<file path="config.mk">
export PLATFORM = sky130hd
export DESIGN_NAME = rt_status_avalon
export DESIGN_NICKNAME = d
export VERILOG_FILES = /design/src/rtl/rt_status_avalon.sv
export SDC_FILE = /design/constraint.sdc
export NUM_CORES = 1
export LEC_CHECK = 0
export CORE_MARGIN = 4
export CORE_UTILIZATION = 45
export CTS_CLUSTER_SIZE = 12
export DETAILED_ROUTE_END_ITERATION = 10
export GPL_TIMING_DRIVEN = 0
export HOLD_SLACK_MARGIN = 0.1
export PLACE_DENSITY = 0.68
export SLEW_MARGIN = 20
export SYNTH_ARGS = -nofsm -noshare
export SYNTH_HDL_FRONTEND = slang
export SYNTH_SLANG_ARGS = --single-unit
export TNS_END_PERCENT = 5
</file>
<file path="constraint.sdc">
create_clock -name clk -period 5.8 [get_ports clk]
set_clock_uncertainty 0.1 [all_clocks]
set_input_delay 1.16 -clock clk [delete_from_list [all_inputs] [get_ports clk]]
set_output_delay 1.16 -clock clk [all_outputs]
set_load 0.02 [all_outputs]
</file>
<file path="src/rtl/rt_status_avalon.sv">
// rt_status_avalon: Avalon-MM status/readback slave that times raytracer runs and tracks completion.
// One-cycle read latency, sticky done/overrun flags with W1C clear, registered level irq.
module rt_status_avalon #(
    parameter logic [31:0] BLOCK_ID = 32'h5254_0001,
    parameter int          CNT_W    = 32
) (
    input  logic        clk,
    input  logic        reset,
    input  logic [1:0]  avs_s0_address,
    input  logic        avs_s0_read,
    output logic [31:0] avs_s0_readdata,
    output logic        avs_s0_readdatavalid,
    input  logic        avs_s0_write,
    input  logic [31:0] avs_s0_writedata,
    input  logic        start_rt,
    input  logic        done_rt,
    output logic        irq
);
    typedef enum logic {IDLE, BUSY} state_t;
    state_t             state_q, state_d;
    logic               done_q, done_d, ovr_q, ovr_d, irq_en_q, irq_en_d, irq_q, irq_d;
    logic               rvalid_q, rvalid_d;
    logic [CNT_W-1:0]   cycles_q, cycles_d, cyc_inc;
    logic [31:0]        runs_q, runs_d, rdata_q, rdata_d, reg_val;
    logic               wr_ctl;
    always_comb begin
        cyc_inc  = &cycles_q ? cycles_q : cycles_q + 1'b1;
        wr_ctl   = avs_s0_write && !avs_s0_read && avs_s0_address == 2'd0;
        state_d  = state_q;
        cycles_d = cycles_q;
        runs_d   = runs_q;
        done_d   = done_q && !(wr_ctl && avs_s0_writedata[1]);
        ovr_d    = ovr_q && !(wr_ctl && avs_s0_writedata[2]);
        irq_en_d = wr_ctl ? avs_s0_writedata[3] : irq_en_q;
        irq_d    = done_q && irq_en_q;
        if (state_q == IDLE) begin
            if (start_rt) begin
                state_d  = BUSY;
                cycles_d = '0;
            end
        end else begin
            // A coincident start restarts timing; the finished run's final count is dropped.
            cycles_d = (start_rt && done_rt) ? '0 : cyc_inc;
            if (done_rt) begin
                done_d  = 1'b1;
                runs_d  = runs_q + 32'd1;
                state_d = start_rt ? BUSY : IDLE;
            end else if (start_rt) begin
                ovr_d = 1'b1;
            end
        end
        reg_val  = avs_s0_address == 2'd0 ? {28'd0, irq_en_q, ovr_q, done_q, state_q == BUSY} :
                   avs_s0_address == 2'd1 ? 32'(cycles_q) :
                   avs_s0_address == 2'd2 ? runs_q : BLOCK_ID;
        rdata_d  = avs_s0_read ? reg_val : rdata_q;
        rvalid_d = avs_s0_read;
    end
    always_ff @(posedge clk or negedge reset) begin
        if (!reset) begin
            state_q  <= IDLE;
            done_q   <= 1'b0;
            ovr_q    <= 1'b0;
            irq_en_q <= 1'b0;
            irq_q    <= 1'b0;
            cycles_q <= '0;
            runs_q   <= '0;
            rdata_q  <= '0;
            rvalid_q <= 1'b0;
        end else begin
            state_q  <= state_d;
            done_q   <= done_d;
            ovr_q    <= ovr_d;
            irq_en_q <= irq_en_d;
            irq_q    <= irq_d;
            cycles_q <= cycles_d;
            runs_q   <= runs_d;
            rdata_q  <= rdata_d;
            rvalid_q <= rvalid_d;
        end
    end
    assign avs_s0_readdata      = rdata_q;
    assign avs_s0_readdatavalid = rvalid_q;
    assign irq                  = irq_q;
endmodule

</file>
==> results of run 1 <==
-- layout make-up --
type                    instances  area, um2  share of cell area [%]
clock buffers                  13        159                    2.73
clock inverters                 1       30.0                   0.515
flip-flops and latches        102       2550                    43.8
well taps                     140        175                    3.00
multi-input cells             377       2280                    39.1
inverters                       9       33.8                   0.580
plain buffers                  32        139                    2.38
repair buffers                 44        459                    7.88
-- worst max-delay path, delay by kind of cell --
kind	cells	cell delay (ns)
AO/OA/AOI/OAI	3	1.07
buffers and inverters	2	1.01
AND/OR/NAND/NOR	2	0.42
-- worst paths after layout --
path / startpoint / end / slack, ns
min reg2reg: runs_q[31]$_DFFE_PN0P_ / runs_q[31]$_DFFE_PN0P_ / 0.38
max: start_rt / cycles_q[17]$_DFFE_PN0P_ / 2.33
max reg2reg: cycles_q[0]$_DFFE_PN0P_ / cycles_q[21]$_DFFE_PN0P_ / 2.62
max in group asynchronous: reset / cycles_q[23]$_DFFE_PN0P_ / 4.35
min: runs_q[31]$_DFFE_PN0P_ / runs_q[31]$_DFFE_PN0P_ / 0.38
min in group asynchronous: reset / avs_s0_readdata[10]$_DFFE_PN0P_ / 0.62
-- through the flow --
step	util, %	worst slack, ns	hold slack (ns)
finish	53.8	2.33	0.377
detailed placement	51.9	1.96	0.367
global placement	51.7	-0.479	0.358
global route	53.8	2.17	0.407
floorplan	-	3.27	0.342
CTS	53.7	2.19	0.379
-- per-layer routing --
layer  routed length (um)  vias up  global-route usage, %
met3                  682       19                   3.64
met4                  204        0                   7.85
li1                     -     2003                      -
met2                 6420      140                   35.2
met5                    0        -                      0
met1                 6050     2123                   30.0
-- power by group through the flow --
| stage | clock network, mW | registers (mW) | logic (mW) |
|---|---|---|---|
| 2_1_floorplan | 0 | 0.837 | 0.116 |
| 3_3_place_gp | 0 | 0.816 | 0.243 |
| 5_1_grt | 0.492 | 0.816 | 0.276 |
| 6_report | 0.454 | 0.807 | 0.250 |
| 4_1_cts | 0.460 | 0.806 | 0.252 |
| 3_5_place_dp | 0 | 0.820 | 0.251 |
-- Yosys cell counts, types with 3 or more instances --
cell and number:
nand2_1 37, a21oi_1 43, nor4_1 6, and2_1 4
xor2_1 15, buf_2 5, nor3_1 10, o31ai_1 15
or4_1 3, buf_4 3, clkbuf_1 21, nand4_1 16
a31oi_1 23, nor2b_1 3, dfrtp_1 102, or2_2 4
and3_1 8, mux2_2 10, a41oi_1 4, a22oi_1 22
nand3_1 24, xnor2_1 16, and4_1 4, mux2i_1 4
nor2_1 67, o21ai_0 17, inv_1 9
-- cell families after synthesis --
logic type / count (synthesis) / share of synthesized area (%)
AND/OR/NAND/NOR: 195 / 19.4
AO/OA/AOI/OAI: 135 / 17.0
flip-flops: 102 / 51.1
buffers and inverters: 41 / 3.46
XOR/XNOR: 31 / 5.44
multiplexers: 14 / 3.06
adder cells (fa/ha/maj): 2 / 0.501
==> out/summary.txt, run 1 <==
Outcome -> completed
RSZ-0062 raised after global routing -> no
Max H-tree Level -> 3
FFs w/ async S/R, synth -> 100%
Sequential fraction of the synthesis area -> 51.1%
HPWL after DPL -> 9.51 mm
Post-CTS Hold Fix Bufs -> 0
Mapped cell area -> 0.00499 mm2
Number of global-route vias before repair -> 4261
Post-synthesis cell type count -> 46
DR iter-0 viols -> 407
EDFF count, synth -> 0
Yosys reg bits -> 102
Post-synth top flop -> dfrtp_1
Min Tclk post-route -> 3.47 ns
Global-route wire length before repair -> 22.3 mm
Commonest non-fill, non-tap cell in the layout -> dfrtp_1
Yosys top cell area share -> 51.1%
Die area -> 0.0128 mm2
Initial antenna violation count -> 0
DR vias -> 4285
Crit-path max cell delay -> 0.68 ns
Cell Rows -> 38
Crit-path max FO -> 10
Vias per inst -> 5.97
Most frequent cells in the layout -> dfrtp_1, nor2_1, a21oi_1
Layout Cell Area excl Fill -> 0.00583 mm2
Syn Area/Cell -> 9.61 um2
Diode count -> 0
Routed length per instance -> 18.6 um
Power, Total -> 1.51 mW
Initial core utilization -> 46.1%
Max_slew headroom -> 24.4%
Internal power -> 1.09 mW
Synth area leaders -> dfrtp_1, nor2_1, a21oi_1
GRT overflow -> 0
NumNets Final -> 617
DP Area -> 0.00563 mm2
Clk_lat worst skew -> 0.37 ns
I/O pin count -> 74
Period utilization -> 59.9%
Comb power frac -> 16.6%
Post-CTS sizing -> 0
Max Freq -> 0.288 GHz
WS Path Type -> in2reg
CP startpoint kind -> input pin
Sw Share -> 28.1%
CP Capture Type -> flop
Critical path cell sequence -> clkdlybuf4s50_1 > nand2_1 > nand2_1 > a31oi_1 > clkbuf_1 > o21ai_0 > a31oi_1
Synthesized instance count -> 520
Slowest CP cell -> a31oi_1
Die Ht -> 113 um
Inserted Clock Buffers -> 9
Total track usage -> 21.9%
Root Driver -> clkbuf_8
Syn nets -> 562
Pwr per Cell Area -> 259 mW/mm2
Hold Crit Depth -> 1
Layout cells sized above 1 -> 7.27%
Cell count of the worst reg-to-reg path -> 8
LEAKAGE -> 2.49 nW
RePlAce Congestion -> 0.871
Final setup TNS -> 0 ns
Total Routed Length -> 13.4 mm
Largest net degree at the start of global routing -> 53
Buffers on Ports -> 43
Least-Margin Pin Slew -> 1.12 ns
Clock Path Buffers -> 2
Final setup violation count -> 0
CTS tree -> built
Die X -> 113 um
Setup bufs post-CTS -> 0
Dominant cell type by area after synthesis -> dfrtp_1
Layout area overhead -> 16.7%
Final Hold Vio Count -> 0
Clock transition at path regs -> 0.09 ns
Seq pwr share -> 53.4%
Inst Count DP -> 704
Drt pass-1 iters -> 5
Core Footprint -> 0.0108 mm2
Max_cap viols -> 0
Post-Layout Cell Count -> 718
Fill cells -> 1025
CP required -> 5.99 ns
ANT nets after route -> 0
Hold WC Path Type -> reg2reg
Residual DRC -> 0
Slew Limit Fails -> 0
Peak VDD IR -> 116 uV
Switching pwr -> 425 uW
Power share of the clock group -> 30.0%
Synth warn -> 0
Crit path DAT -> 3.66 ns
Clock Sinks -> 102
(Power assumes the default switching activity.)
==> run 2: changes to the inputs <==
==> constraint.sdc (replaced) <==
create_clock -name clk -period 3.46 [get_ports clk]
set_clock_uncertainty 0.1 [all_clocks]
set_input_delay 0.692 -clock clk [delete_from_list [all_inputs] [get_ports clk]]
set_output_delay 0.692 -clock clk [all_outputs]
set_load 0.02 [all_outputs]
==> out/summary.txt, run 2 (synthesis gave the netlist of run 1 again) <==
Root Driver -> clkbuf_8 (unchanged)
Die area -> 0.0128 mm2 (unchanged)
Initial core utilization -> 46.1% (unchanged)
Min Tclk post-route -> 3.21 ns
CTS tree -> built (unchanged)
Slowest CP cell -> nor3_2 (was a31oi_1)
Crit-path max FO -> 10 (unchanged)
Crit path depth -> 8 (was 7)
Die Ht -> 113 um (unchanged)
CP required -> 3.60 ns (was 5.99 ns)
Reg2reg end -> cycles_q[21]$_DFFE_PN0P_ (unchanged)
RSZ-0062 raised after global routing -> no (unchanged)
CP Capture Type -> flop (unchanged)
Inserted Clock Buffers -> 9 (unchanged)
Setup crit start -> cycles_q[0]$_DFFE_PN0P_ (was start_rt)
Period utilization -> 92.6%
Global-route wire length before repair -> 22.4 mm (was 22.3 mm)
LEAKAGE -> 2.49 nW (unchanged)
CP Capture Point -> cycles_q[21]$_DFFE_PN0P_ (was cycles_q[17]$_DFFE_PN0P_)
Power share of the clock group -> 30.0% (about the same)
WS Path Type -> reg2reg (was in2reg)
Layout cells sized above 1 -> 7.27% (unchanged)
Hold WC Path Type -> in2async (was reg2reg)
Layout area overhead -> 16.7% (unchanged)
Total track usage -> 21.9% (about the same)
Max_slew headroom -> 23.6% (was 24.4%)
Crit path DAT -> 3.34 ns (was 3.66 ns)
Clock transition at path regs -> 0.09 ns (about the same)
Buffers on Ports -> 43 (unchanged)
Reg2reg start -> cycles_q[0]$_DFFE_PN0P_ (unchanged)
Final Hold Vio Count -> 0 (unchanged)
Commonest non-fill, non-tap cell in the layout -> dfrtp_1 (unchanged)
Peak VDD IR -> 194 uV (was 116 uV)
Final Core Density -> 53.8% (unchanged)
Max Freq -> 0.312 GHz
Drt pass-1 iters -> 5 (unchanged)
Clk_lat worst skew -> 0.37 ns (about the same)
Routed length on met2 -> 6.42 mm (about the same)
Slew Limit Fails -> 0 (unchanged)
Diode count -> 0 (unchanged)
Initial antenna violation count -> 0 (unchanged)
Vias per inst -> 5.93 (was 5.97)
Most used cell, CP -> a31oi_1
HPWL after DPL -> 9.51 mm (unchanged)
Max_cap viols -> 0 (unchanged)
Hold_ws -> 0.158 ns (was 0.377 ns)
Residual DRC -> 0 (unchanged)
Comb power frac -> 16.5% (was 16.6%)
Final setup violation count -> 0 (unchanged)
Die X -> 113 um (unchanged)
ANT nets after route -> 0 (unchanged)
Top Family by Delay on Critical Path -> simple AND/OR/NAND/NOR gates (was compound AO/OA/AOI/OAI gates)
R2R setup slack -> 0.25 ns (was 2.62 ns)
Final setup TNS -> 0 ns (unchanged)
GRT overflow -> 0 (unchanged)
Total Routed Length -> 13.4 mm (about the same)
NumNets Final -> 617 (unchanged)
Cell Rows -> 38 (unchanged)
Routed length per instance -> 18.6 um (about the same)
Post-CTS Hold Fix Bufs -> 0 (unchanged)
Buf/Inv on CP -> 2 (unchanged)
Most frequent cells in the layout -> dfrtp_1, nor2_1, a21oi_1 (unchanged)
Number of global-route vias before repair -> 4268 (was 4261)
I/O pin count -> 74 (unchanged)
Sw Share -> 28.1% (about the same)
DR vias -> 4258 (was 4285)
Max H-tree Level -> 3 (unchanged)
RePlAce Congestion -> 0.871 (unchanged)
Pre-CTS setup slack -> -0.134 ns (was 1.96 ns)
Wl on met1 -> 6.05 mm (about the same)
Top sig layer -> met4 (unchanged)
Internal power -> 1.82 mW (was 1.09 mW)
Outcome -> completed (unchanged)
Critical path cell sequence -> ha_1 > nand4_1 > nor3_2 > a31oi_1 > buf_2 > buf_4 > a21oi_1 > a31oi_1 (was clkdlybuf4s50_1 > nand2_1 > nand2_1 > a31oi_1 > clkbuf_1 > o21ai_0 > a31oi_1)
Clock Sinks -> 102 (unchanged)
Clock Path Buffers -> 2 (unchanged)
Switching pwr -> 710 uW (was 425 uW)
Post-route setup slack -> 0.255 ns (was 2.33 ns)
DR iter-0 viols -> 385 (was 407)
Core Footprint -> 0.0108 mm2 (unchanged)
Cell count of the worst reg-to-reg path -> 8 (unchanged)
Crit-path max cell delay -> 0.68 ns (about the same)
Met3 wire length -> 717 um (was 682 um)
Seq pwr share -> 53.5% (was 53.4%)
CP startpoint kind -> flop (was input pin)
Least-Margin Pin Slew -> 1.14 ns (was 1.12 ns)
Pwr per Cell Area -> 434 mW/mm2 (was 259 mW/mm2)
Largest net degree at the start of global routing -> 53 (unchanged)
==> run 2: cell counts in the layout (fill, tap and decap cells not counted) <==
No cell type changed its count.
==> run 2: how the worst min path moves through the flow <==
stage,to,slack (ns),cells past startpoint
final,avs_s0_readdata[10]$_DFFE_PN0P_,0.16,1
after global routing,avs_s0_readdata[10]$_DFFE_PN0P_,0.19,1
after CTS,avs_s0_readdata[10]$_DFFE_PN0P_,0.17,1
after detailed placement,runs_q[31]$_DFFE_PN0P_,0.37,1
after global placement,runs_q[31]$_DFFE_PN0P_,0.36,1
after floorplan,avs_s0_readdata[0]$_DFFE_PN0P_,0.30,0
==> run 2: repair_timing <==
item	4_1_cts	5_1_grt
resized for setup	1	0
endpoints found under the setup margin	16	0
buffers inserted	0	0
==> run 2: metrics by stage <==
stage	total power, mW	instance area [um2]	instances
3_3_place_gp	1.78	5600	703
3_5_place_dp	1.79	5630	704
2_1_floorplan	1.60	4990	520
6_report	2.53	5830	718
5_1_grt	2.66	5830	718
4_1_cts	2.55	5820	718
==> run 2: area by class of cell <==
class	count	area, um2
Tap cell	140	175
Sequential cell	102	2550
Multi-Input combinational cell	377	2280
Timing Repair Buffer	44	459
Fill cell	1025	5010
Inverter	9	33.8
Clock buffer	13	159
Buffer	32	139
Clock inverter	1	30.0
==> run 2: power by group through the flow <==
stage	Combinational, mW	Clock [mW]	Sequential [mW]
finish	0.419	0.759	1.35
CTS	0.422	0.772	1.35
global placement	0.407	0	1.37
detailed placement	0.420	0	1.37
global route	0.463	0.825	1.37
floorplan	0.194	0	1.40
==> run 2: per-layer routing <==
metal  track usage, %  vias to the layer above
met4             7.69                        0
met2             35.3                      139
met1             30.1                     2103
met5                0                        -
li1                 -                     1999
met3             3.64                       17
